## config.mk

```make
export PLATFORM = sky130hd
export DESIGN_NAME = mem_port_arbiter
export DESIGN_NICKNAME = d
export VERILOG_FILES = /design/src/rtl/mem_port_arbiter.sv
export SDC_FILE = /design/constraint.sdc
export NUM_CORES = 1
export LEC_CHECK = 0
export ABC_AREA = 1
export ABC_CLOCK_PERIOD_IN_PS = 4000
export CAP_MARGIN = 20
export CORE_MARGIN = 3
export CORE_UTILIZATION = 46
export DETAILED_ROUTE_END_ITERATION = 8
export PLACE_DENSITY = 0.83
export SLEW_MARGIN = 5
export SYNTH_ARGS = -nofsm -noshare
export SYNTH_HDL_FRONTEND = slang
export SYNTH_SLANG_ARGS = --single-unit
export TNS_END_PERCENT = 30
```

## constraint.sdc

```tcl
create_clock -name clk -period 4 [get_ports clk]
set_clock_uncertainty 0.05 [all_clocks]
set_input_delay 0.8 -clock clk [delete_from_list [all_inputs] [get_ports clk]]
set_output_delay 0.8 -clock clk [all_outputs]
set_load 0.05 [all_outputs]
```

## src/rtl/mem_port_arbiter.sv

```systemverilog
// rtl/mem_port_arbiter.sv - two-requester arbiter (core, debug) onto one shared single-port memory
module mem_port_arbiter #(
  parameter int TIMEOUT = 15
) (
  input  logic        clk,
  input  logic        rst_n,
  input  logic        core_req,
  input  logic        core_we,
  input  logic [31:0] core_addr,
  input  logic [31:0] core_wdata,
  output logic [31:0] core_rdata,
  output logic        core_ack,
  input  logic        dbg_req,
  input  logic        dbg_we,
  input  logic [31:0] dbg_addr,
  input  logic [31:0] dbg_wdata,
  output logic [31:0] dbg_rdata,
  output logic        dbg_ack,
  output logic        mem_en,
  output logic        mem_we,
  output logic [31:0] mem_addr,
  output logic [31:0] mem_wdata,
  input  logic [31:0] mem_rdata,
  input  logic        mem_ready,
  output logic        err,
  output logic        busy
);

  localparam int CW = ($clog2(TIMEOUT) > 4) ? $clog2(TIMEOUT) : 4;

  typedef enum logic [1:0] {IDLE, ACCESS, DONE} state_t;

  state_t        state;
  logic [CW-1:0] wait_cnt;
  logic          last_grant;  // 0 = core, 1 = dbg
  logic          grant_id;
  logic          lat_we;
  logic          pick_dbg;

  // On a tie the requester that did not win last time gets the port
  assign pick_dbg = dbg_req & (~core_req | ~last_grant);

  always_ff @(posedge clk or negedge rst_n) begin
    if (!rst_n) begin
      state      <= IDLE;
      wait_cnt   <= '0;
      last_grant <= 1'b1;
      grant_id   <= 1'b0;
      lat_we     <= 1'b0;
      mem_en     <= 1'b0;
      mem_we     <= 1'b0;
      mem_addr   <= '0;
      mem_wdata  <= '0;
      core_ack   <= 1'b0;
      dbg_ack    <= 1'b0;
      core_rdata <= '0;
      dbg_rdata  <= '0;
      err        <= 1'b0;
      busy       <= 1'b0;
    end else begin
      case (state)
        IDLE: begin
          if (core_req || dbg_req) begin
            grant_id   <= pick_dbg;
            last_grant <= pick_dbg;
            lat_we     <= pick_dbg ? dbg_we : core_we;
            mem_we     <= pick_dbg ? dbg_we : core_we;
            mem_addr   <= pick_dbg ? dbg_addr : core_addr;
            mem_wdata  <= pick_dbg ? dbg_wdata : core_wdata;
            mem_en     <= 1'b1;
            busy       <= 1'b1;
            wait_cnt   <= '0;
            state      <= ACCESS;
          end
        end
        ACCESS: begin
          if (mem_ready || wait_cnt == CW'(TIMEOUT - 1)) begin
            // Timed-out reads return zero so stale data is never mistaken for a result
            if (!lat_we) begin
              if (grant_id) dbg_rdata  <= mem_ready ? mem_rdata : 32'h0;
              else          core_rdata <= mem_ready ? mem_rdata : 32'h0;
            end
            err      <= ~mem_ready;
            core_ack <= ~grant_id;
            dbg_ack  <= grant_id;
            mem_en   <= 1'b0;
            mem_we   <= 1'b0;
            state    <= DONE;
          end else begin
            wait_cnt <= wait_cnt + CW'(1);
          end
        end
        DONE: begin
          core_ack <= 1'b0;
          dbg_ack  <= 1'b0;
          err      <= 1'b0;
          busy     <= 1'b0;
          state    <= IDLE;
        end
        default: state <= IDLE;
      endcase
    end
  end

endmodule
```

==> results list, run 1 <==
* Maximum number of pins on one net before global-route repair: 111
- Number of placement rows: 43
- Pre-Repair DR Iteration Count: 4
* Yosys warnings: 0
- DIE HEIGHT: 128 um
* CTS clock-pin slew for the worst setup and hold paths: 50 ps
- Largest voltage drop on the vdd net: 0.000380 V
- Most frequent cells in the layout: 383 x nand2_1, 299 x clkdlybuf4s50_1, 142 x dfrtp_1, 101 x inv_1, 65 x o211ai_1
* Crit path largest cell delay: 840 ps
- Sequential-to-total area share from yosys stat: 0.522
- The library cell used most frequently in the layout, excluding fill and tap cells, is nand2_1.
* Syn-to-layout area delta: 50.7%
* Final weighted congestion in routability-driven placement: 0.827
- Across every metal layer, demand over resource in global routing totals 0.245.
* Top-level I/O count: 301
- The critical path contains buffers and inverters numbering 0 combined.
- Antenna-violating nets left: 0
* Core utilization of the finished layout: 0.727
* Cell with the most instances on the worst path: nand2_1
* TritonCTS Buffers: 17
* End of the critical path: dbg_rdata[31]
- Number of resized instances in the post-cts repair step: 0
- Summing all placed instances gives a cell area of 9820 sq um.
- The tightest hold path in the finished design has a slack of 423 ps.
- For this design the ratio of total power to cell area is 860 nW/um^2.
- Setup repair after global routing missed its margin: no
- Counting buffers and inverters, the worst setup path is 4 cells deep.
- The H-tree was split into 4 levels.
* Top cell type's share of synthesized area: 0.518
- Prior to clock tree synthesis, the placed netlist has a worst setup slack of 1120 ps.
* Count of state elements after synthesis: 143
* Post-CTS Setup Repair Bufs: 0
- The clock reaches the later pin of the worst-skew pair after 410 ps.
- Unique masters post-synth: 20
* Launch point of the worst reg-to-reg path: state[1]
* Total Die Area: 16400 sq um
- Core Footprint: 14200 sq um
- Total Nets Final: 1293
- Dividing the detail-routed wire length by the instance count gives 15.7 um.
* Post-DP HPWL: 14.5 mm
* Result of the run: completed
- TritonCTS built the clock tree.
- The first global-routing pass estimated 31.6 mm of wire.
- The critical path is of the flip-flop to flip-flop type.
* Via density per instance: 5.02
* Sum of negative setup slack: 0 ps
- Slew headroom: 0.332
- Critical-path top delay cell: nand3_2
* Biggest fanout along the worst timing path: 45
- In this run the static leakage power is 0.00531 uW.
* Mapped Area: 6860 sq um
* Share of post-route cells with drive strength above 1: 0.0441
- The worst setup path is launched from a flip-flop.
* Initial core utilization: 0.483
* Sort of element at the end of the critical path: flip-flop
- The layout has 1057 filler cells.
- End of the worst register-to-register path: dbg_rdata[31]
- Routed wire length: 20.6 mm
- After synthesis, the cell types taking the most area are dfrtp_1 52%, nand2_1 21%, o211ai_1 7.1%, nand4_1 5.8%, inv_1 5.5%.
- With fillers left out, the area of the finished cells amounts to 10300 sq um.
* Critical path's top delay family: simple AND/OR/NAND/NOR gates
- The routed layout has 6585 vias.
* Starting DRC count in detailed routing: 459
- At the worst endpoint, the arrival time is 2840 ps.
- Buffer depth of the longest clock path: 2
- Number of antenna violations at the first check in global routing: 0
- Width of the chip: 128 um
- Vias in the first global route: 6252
- # Max-Cap Violations: 0
* Hold buffer count at cts: 0
- PortBufs: 300
- Setup violations remaining at the end of the flow were counted as 0.
- Tightest Hold Check Type: flip-flop to flip-flop
- Register-to-register path setup slack: 1400 ps
- Worst setup path startpoint: state[1]
- Share of the cycle needed by the critical path after routing: 0.651
- The largest total area in the synthesized netlist belongs to dfrtp_1.
* Syn Inst Count: 853
- The repair_antennas step left the layout with diodes totalling 0.
- Maximum achievable frequency: 0.384 GHz
* Post-Synthesis Mean Instance Area: 8.04 sq um
* Net count of the mapped netlist: 1022
- After layout, the worst setup slack is 1400 ps.
- For this run the aggregate overflow at the end of global routing stands at 0.
* Worst Reg-to-Reg Cells: 4
- Cells traversed along the worst timing path: nor2_4 -> nand3_2 -> nand2_1 -> nand2_1
* # clock sinks: 143
- Time the final worst path needs with I/O delays and setup: 2600 ps
* CTS root buf: clkbuf_16
* Worst Path Required: 4230 ps
* DRC violation count after routing: 0
- The total count of hold-check failures in the final report is 0.
* Number of slew-limit violations in the final report: 0
- For the pin with the worst max-slew slack, the measured transition is 1000 ps.
==> cell type report <==
| cell class | instances | area, sq um | area share |
|---|---|---|---|
| flip-flops and latches | 143 | 3580 | 0.346 |
| repair buffers | 311 | 3090 | 0.299 |
| multi-input cells | 543 | 2530 | 0.245 |
| clock buffers | 27 | 503 | 0.0487 |
| inverters | 108 | 405 | 0.0392 |
| well taps | 180 | 225 | 0.0218 |
| clock inverters | 1 | 5.00 | 0.000484 |
==> tightest hold or removal path: stages (launching register included) <==
cell and delay [ps]:
dfrtp_1 340, nand2_1 50, nand2_1 50
==> kinds of logic after synthesis <==
family	after synthesis	share of synthesized area
and+or+nand+nor	473	0.289
buffers and inverters	167	0.111
DFF	143	0.522
AOI/OAI and AO/OA	67	0.0726
adders and majority gates	2	0.00365
xor gates and xnor gates	1	0.00128
==> how the worst min path moves through the flow <==
stage | cells past startpoint | start | endpoint
6_report | 2 | dbg_rdata[1] | dbg_rdata[1]
4_1_cts | 2 | core_rdata[27] | core_rdata[27]
2_1_floorplan | 2 | last_grant | last_grant
3_5_place_dp | 2 | core_rdata[27] | core_rdata[27]
3_3_place_gp | 2 | dbg_rdata[24] | dbg_rdata[24]
5_1_grt | 2 | last_grant | last_grant
==> cell usage after synthesis, drive strengths merged <==
cell type	n
nand2	385
dfstp	1
nor2	9
xnor2	1
nand4	64
clkbuf	9
inv	108
dfrtp	142
o211ai	65
buf	50
nand3	15
ha	2
o21ai	2
==> layer usage <==
layer	up-vias	part of all wire	wire length, um	global-route usage
li1	3244	-	-	-
met2	270	0.49	10100	0.403
met4	0	0.030	616	0.0999
met3	39	0.084	1720	0.0800
met5	-	0	0	0
met1	3032	0.40	8130	0.299
==> per-stage QoR <==
stage	instances	power [uW]
floorplan	853	5740
global placement	1285	7430
detailed placement	1285	7520
CTS	1313	8940
global route	1313	9320
finish	1313	8880
==> state kept, by name, indices dropped and copies added, names as in the netlist <==
register	count
grant_id	1
dbg_ack	1
mem_wdata	32
busy	1
mem_we	1
err	1
mem_addr	32
mem_en	1
core_rdata	32
lat_we	1
dbg_rdata	32
wait_cnt	4
core_ack	1
state	2
last_grant	1
==> power by group <==
part           switching, uW  internal (uW)  leakage, uW
registers                375           2070      0.00180
logic                   3500           1540      0.00326
clock network            549            844     0.000249
total                   4430           4460      0.00531
(Power assumes the default switching activity.)
==> run 2, diff against run 1 <==
--- a/config.mk
+++ b/config.mk
@@ -6,12 +6,12 @@
 export NUM_CORES = 1
 export LEC_CHECK = 0
 export ABC_AREA = 1
-export ABC_CLOCK_PERIOD_IN_PS = 4000
+export ABC_CLOCK_PERIOD_IN_PS = 2100
 export CAP_MARGIN = 20
 export CORE_MARGIN = 3
-export CORE_UTILIZATION = 46
+export CORE_UTILIZATION = 38
 export DETAILED_ROUTE_END_ITERATION = 8
-export PLACE_DENSITY = 0.83
+export PLACE_DENSITY = 0.72
 export SLEW_MARGIN = 5
 export SYNTH_ARGS = -nofsm -noshare
 export SYNTH_HDL_FRONTEND = slang
==> constraint.sdc (replaced) <==
create_clock -name clk -period 2.1 [get_ports clk]
set_clock_uncertainty 0.05 [all_clocks]
set_input_delay 0.42 -clock clk [delete_from_list [all_inputs] [get_ports clk]]
set_output_delay 0.42 -clock clk [all_outputs]
set_load 0.05 [all_outputs]
==> run 2 against run 1 <==
Compared with the run above:
- non-clock buffer count rose by 13
- via count rose by 1.1%
- sequential power rose by 89%
- clock power rose by 120%
- setup slack got worse by 1400 ps
- register-to-register slack got worse by 960 ps
- cell area rose by 3.5%
- die area rose by 20%
- first-iteration DRC count fell by 2.4%
- sequential cell count did not move
- worst hold slack got worse by 9.9 ps
- critical path type is now flip-flop to output pin
==> results list, run 2 (synthesis results as in run 1) <==
- Total length of routed met3 wires: 1.90 mm
- The total count of hold-check failures in the final report is 0.
- Entering global routing, the biggest net connects 68 pins.
- Crit path largest cell delay: 840 ps
- Final routed wire length divided by cell count: 15.2 um
- Total Nets Final: 1306
* Pre-Repair DR Iteration Count: 4
- Summed over all nets, the half-perimeter wirelength after detailed placement is 15.1 mm.
- Setup violations remaining at the end of the flow were counted as 0.
- The critical path is of the flip-flop to output pin type.
- Largest voltage drop on the vdd net: 0.00101 V
- Buffers added to address setup during post-CTS repair amount to 0.
- The die covers 19700 sq um.
* End of the worst register-to-register path: dbg_rdata[27]
- Of all nets on the critical path, the largest fanout is 2.
* PortBufs: 300
- Summing over every cut layer, the via total after detailed routing is 6657.
* Net switching component of the power: 8480 uW
- # clock sinks: 143
- Buffer depth of the longest clock path: 2
- Launch point of the worst reg-to-reg path: wait_cnt[0]
* Switch share: 0.490
- Clock latency at the later pin of the worst-skew pair: 400 ps
- Counting the buffers created by CTS gives 17.
* Data arrival at the endpoint of the critical path: 1590 ps
* End of the critical path: core_rdata[13]
- Time the final worst path needs with I/O delays and setup: 2060 ps
- The number of placed instances, taps included, is 1342.
- In this run the number of H-tree levels came out at 4.
- Leftover overflow at the end of global routing: 0
* Vias in the first global route: 6486
* Power density relative to cell area: 1620 nW/um^2
- STA puts the critical path data required time at 1630 ps.
- The worst path meets setup with 41.5 ps of slack.
- The number of slew-limit violations in the final report came to 0.
- The core region is 17500 sq um.
- Of the cells placed in the final design, the portion with a size suffix greater than 1 is 0.0774.
- Result of the run: completed
- # Max-Cap Violations: 0
- On the critical path, the stage with the largest delay is an instance of clkdlybuf4s50_1.
- DRC violation count after routing: 0
- Setup repair after global routing left no endpoint under its margin.
- The routed design has 20.8 mm of wire.
- Cells traversed along the worst timing path: clkdlybuf4s50_1
* Slew of the pin with the lowest slew margin: 562 ps
* Combined buffer and inverter count along the critical path: 1
- For flop-to-flop paths, the worst setup slack is 440 ps.
- Number of placement rows: 48
- Share of the cycle needed by the critical path after routing: 0.980
- Starting DRC count in detailed routing: 448
* Fill cell count: 1559
- The worst pin sits at a relative slew slack of 0.625.
- Minimum setup slack after placement: 188 ps
* CTS clock-pin slew for the worst setup and hold paths: 60 ps
* Maximum achievable frequency: 0.486 GHz
* Width of the chip: 140 um
* Antenna diode count: 0
* Final weighted congestion in routability-driven placement: 0.828
- Of the total power, the clock network draws 0.178.
* Syn-to-layout area delta: 56.1%
- CTS root buf: clkbuf_16
- Leakage: 0.00592 uW
- Initial core utilization: 0.392
- STA classifies the critical path startpoint as a flip-flop.
* Global router's overall resource usage: 0.213
- The detail route stage leaves a number of antenna-violating nets equal to 0.
- DIE HEIGHT: 140 um
- Once layout is complete, the cells apart from fillers number 1375.
- The library cell used most frequently in the layout, excluding fill and tap cells, is nand2_1.
- The kind of cell with the highest combined delay along the critical path is buffers and inverters.
* Post-Route M1 WL: 8.22 mm
- In this run the number of cells on the critical path is 1.
- Routed met2 length: 10.3 mm
* Proportion of power drawn by flip-flops and latches: 0.268
- Worst setup path startpoint: core_rdata[13]
- Sort of element at the end of the critical path: output pin
- DR top layer: met4
* Cell internal pwr: 8820 uW
* Via density per instance: 4.84
- Tightest Hold Check Type: flip-flop to flip-flop
- The share of total power dissipated in combinational logic is 0.555.
* Top-level I/O count: 301
* Number of antenna violations at the first check in global routing: 0
* Sum of negative setup slack: 0 ps
- In the layout the commonest cells are 383 x nand2_1, 241 x clkdlybuf4s50_1, 142 x dfrtp_1, 101 x inv_1, 65 x o211ai_1.
- TritonCTS built the clock tree.
- Worst Reg-to-Reg Cells: 8
- The first global-routing pass estimated 33.6 mm of wire.
==> run 2: cell count changes in the layout (fill, tap and decap cells not counted), moves of 2 or more <==
cell             before  now
buf_12                0    7
clkbuf_8              4    2
bufinv_16             0    3
clkinvlp_4            0    3
dlygate4sd2_1         0    4
dlymetal6s2s_1        0   34
clkbuf_1              6    3
buf_4                11   36
clkinv_2              1    3
clkdlybuf4s50_1     299  241
==> run 2: how the worst min path moves through the flow <==
stage	start	end	slack (ps)	depth (start not counted)
final	dbg_rdata[23]	dbg_rdata[23]	410	2
after global routing	dbg_rdata[9]	dbg_rdata[9]	440	2
after CTS	dbg_rdata[23]	dbg_rdata[23]	420	2
after detailed placement	rst_n	dbg_rdata[21]	330	1
after global placement	rst_n	dbg_rdata[22]	330	1
after floorplan	rst_n	busy	70	0
==> run 2: final cells by class <==
class                           instances  area [sq um]  area share
Clock buffer                           22           464      0.0434
Clock inverter                         10           136      0.0127
Inverter                              108           405      0.0379
Multi-Input combinational cell        543          2530       0.236
Sequential cell                       143          3580       0.335
Tap cell                              225           282      0.0263
Timing Repair Buffer                  324          3300       0.309
==> run 2: through the flow <==
| stage | cell area, sq um | hold slack (ps) | utilization | total power, uW |
|---|---|---|---|---|
| after global routing | 10700 | 442 | 0.612 | 18300 |
| final | 10700 | 413 | 0.612 | 17300 |
| after CTS | 10600 | 422 | 0.607 | 17500 |
| after global placement | 10000 | 333 | 0.573 | 14300 |
| after floorplan | 6860 | 74.4 | - | 10900 |
| after detailed placement | 10000 | 332 | 0.573 | 14400 |
==> run 2: power groups by stage <==
stage	Combinational, uW	Clock [uW]	Sequential (uW)
3_3_place_gp	9640	0	4640
4_1_cts	9720	3150	4650
6_report	9600	3070	4630
3_5_place_dp	9730	0	4660
2_1_floorplan	2460	0	8470
5_1_grt	10200	3270	4790
==> run 2: metal layers <==
metal | GRT usage | up-vias
met3 | 0.0748 | 27
met1 | 0.263 | 3104
met5 | 0 | -
li1 | - | 3284
met2 | 0.350 | 242
met4 | 0.0668 | 0
==> run 2: repair_timing <==
action | in CTS | in global routing
endpoints found under the setup margin | 4 | 34
hold endpoints to repair | 39 | 0
gates resized for setup | 4 | 34
hold buffers | 1 | 0
==> run 3, diff against run 2 <==
--- a/config.mk
+++ b/config.mk
@@ -11,7 +11,7 @@
 export CORE_MARGIN = 3
 export CORE_UTILIZATION = 38
 export DETAILED_ROUTE_END_ITERATION = 8
-export PLACE_DENSITY = 0.72
+export PLACE_DENSITY = 0.76
 export SLEW_MARGIN = 5
 export SYNTH_ARGS = -nofsm -noshare
 export SYNTH_HDL_FRONTEND = slang
==> run 3 against run 2 <==
Compared with the run above:
- sequential power hardly changed
- via count decreased by 0.11%
- maximum frequency is 1.2% lower
- highest routed layer unchanged
==> results list, run 3 (synthesis results as in run 1) <==
- Routability-driven placement finished with a final weighted congestion of 0.834.
* Via density per instance: 4.84
* Final routed wire length divided by cell count: 15.5 um
- Leaving out fill and tap cells, the most frequent cells in the layout are 383 x nand2_1, 214 x clkdlybuf4s50_1, 142 x dfrtp_1, 101 x inv_1, 65 x o211ai_1.
* Total Die Area: 19700 sq um
* CTS clock-pin slew for the worst setup and hold paths: 60 ps
- Data arrival at the endpoint of the critical path: 1610 ps
- In this run the standard cell core region covers 17500 sq um.
* Buffer depth of the longest clock path: 2
- For this run the aggregate overflow at the end of global routing stands at 0.
- After detailed routing, the total wire length is 21.4 mm.
- Pre-Repair DR Iteration Count: 4
* Tightest Hold Check Type: flip-flop to flip-flop
* Endpoint with the worst hold slack: dbg_rdata[28]
* PortBufs: 300
- Time the final worst path needs with I/O delays and setup: 2080 ps
- Critical path's top delay family: buffers and inverters
* Core utilization of the finished layout: 0.620
- The clock drives 143 sinks.
* Cells traversed along the worst timing path: clkdlybuf4s50_1
- Worst Hold Launch: dbg_rdata[28]
* Launch point of the worst reg-to-reg path: wait_cnt[0]
- Critical-path top delay cell: clkdlybuf4s50_1
- Number of H-tree levels: 4
- DIE HEIGHT: 140 um
- Pin placement for this block handled 301 I/O pins.
- In this run the clock root is driven by a clkbuf_16.
* Width of the chip: 140 um
* Share of the cycle needed by the critical path after routing: 0.992
- Leaving out fill and tap cells, the most frequent cell in the layout is nand2_1.
* CP startpoint kind: flip-flop
* Fill cell count: 1487
* TritonCTS Buffers: 17
- The setup check on the worst reg-to-reg path leaves a slack of 420 ps.
- Worst Path Required: 1630 ps
- Number of antenna violations at the first check in global routing: 0
* CTS tree: yes
- The flow ran to the end, and the final reports show no timing, DRC or antenna violations.
- Together, buffers and inverters on the worst path number 1.
- Worst Hold Depth: 2
- The number of slew-limit violations in the final report is 0.
- Slew headroom: 0.628
* Share of post-route cells with drive strength above 1: 0.0774
- Counting cells, the worst reg-to-reg path comes to 8.
- The count of nets left with antenna violations once routing finished came out at 0.
* Starting DRC count in detailed routing: 329
* Sort of element at the end of the critical path: output pin
- For this design the ratio of total power to cell area is 1620 nW/um^2.
* # Max-Cap Violations: 0
- Largest voltage drop on the vdd net: 0.000938 V
- After legalization and detailed placement, the total HPWL measured 15.4 mm.
- First-pass GRT wire length: 33.6 mm
- In the routed design, unresolved DRC markers number 0.
- Clock latency at the later pin of the worst-skew pair: 410 ps
- The detailed router placed 6650 vias in this run.
- The initial utilization of the core area, before any placement, comes to 0.392.
- For the pin with the worst max-slew slack, the measured transition is 558 ps.
- From synthesis to final layout, the design area changed by 58.0%.
- Derived from the worst setup path, the maximum achievable clock frequency is 0.480 GHz.
- For this design the static power due to leakage is 0.00625 uW.
- The design draws 17600 uW.
- The final layout contains 1306 nets.
* Crit path largest cell delay: 830 ps
- Entering global routing, the biggest net connects 65 pins.
- Biggest fanout along the worst timing path: 2
- For this run, the total global-route usage over all layers was measured as 0.213.
* Number of placement rows: 48
- Setup violations remaining at the end of the flow were counted as 0.
- The setup path with the least slack is of type flip-flop to output pin.
- In this run the critical register-to-register path is captured at core_rdata[13].
- Vias in the first global route: 6471
- Antenna diode count: 0
- Final hold vios: 0
run 3: changes by cell type in the layout (fill, tap and decap cells not counted), sizes merged:
cell / change
clkinv: +2
buf: -3
dlygate4sd2: +6
clkbuf: -5
bufinv: +1
clkdlybuf4s50: -27
dlymetal6s2s: +24
inv: +4
clkinvlp: -2
run 3: layout make-up:
type                    count  area [sq um]  area share
flip-flops and latches    143          3580       0.331
repair buffers            324          3400       0.314
multi-input cells         543          2530       0.233
clock buffers              17           425      0.0393
inverters                 108           405      0.0374
well taps                 225           282      0.0260
clock inverters            15           210      0.0194
run 3: power by group:
| part | total (uW) | switching, uW | internal, uW |
|---|---|---|---|
| clock network | 3230 | 1220 | 2010 |
| logic | 9680 | 6730 | 2950 |
| registers | 4630 | 689 | 3940 |
run 3: worst max-delay path by stage:
| stage | depth (start not counted) | to | startpoint | slack [ps] |
|---|---|---|---|---|
| floorplan | 8 | dbg_rdata[0] | wait_cnt[0] | 730 |
| global placement | 7 | mem_wdata[30] | core_req | 230 |
| detailed placement | 7 | mem_wdata[10] | core_req | 170 |
| CTS | 1 | mem_wdata[13] | mem_wdata[13] | 1 |
| global route | 1 | dbg_rdata[1] | dbg_rdata[1] | -20 |
| finish | 1 | dbg_rdata[1] | dbg_rdata[1] | 20 |
run 3: routing by layer:
| metal | GRT usage | wire length [um] | up-vias |
|---|---|---|---|
| met5 | 0 | 0 | - |
| met4 | 0.0908 | 620 | 0 |
| met3 | 0.0632 | 1860 | 38 |
| met2 | 0.357 | 10500 | 291 |
| met1 | 0.255 | 8390 | 3050 |
| li1 | - | - | 3271 |
run 3: worst min-delay path: stages, from the launching register on:
cell and delay [ps]:
dfrtp_1 330, nand2_1 50, nand2_1 40
run 3: repair_timing:
item	4_1_cts	5_1_grt
resized for setup	10	58
setup endpoints to repair	10	58
setup buffers	0	0
endpoints found under the hold margin	47	0
hold buffers	1	0
run 3: stage by stage:
step / setup WS (ps) / TNS (ps) / area, sq um / hold WS, ps / std cells
floorplan: 730 / 0 / 6860 / 74.4 / 853
global placement: 235 / 0 / 10100 / 366 / 1342
detailed placement: 169 / 0 / 10100 / 357 / 1342
CTS: 1.07 / 0 / 10700 / 424 / 1375
global route: -17.3 / -17.3 / 10800 / 440 / 1375
finish: 17.4 / 0 / 10800 / 412 / 1375
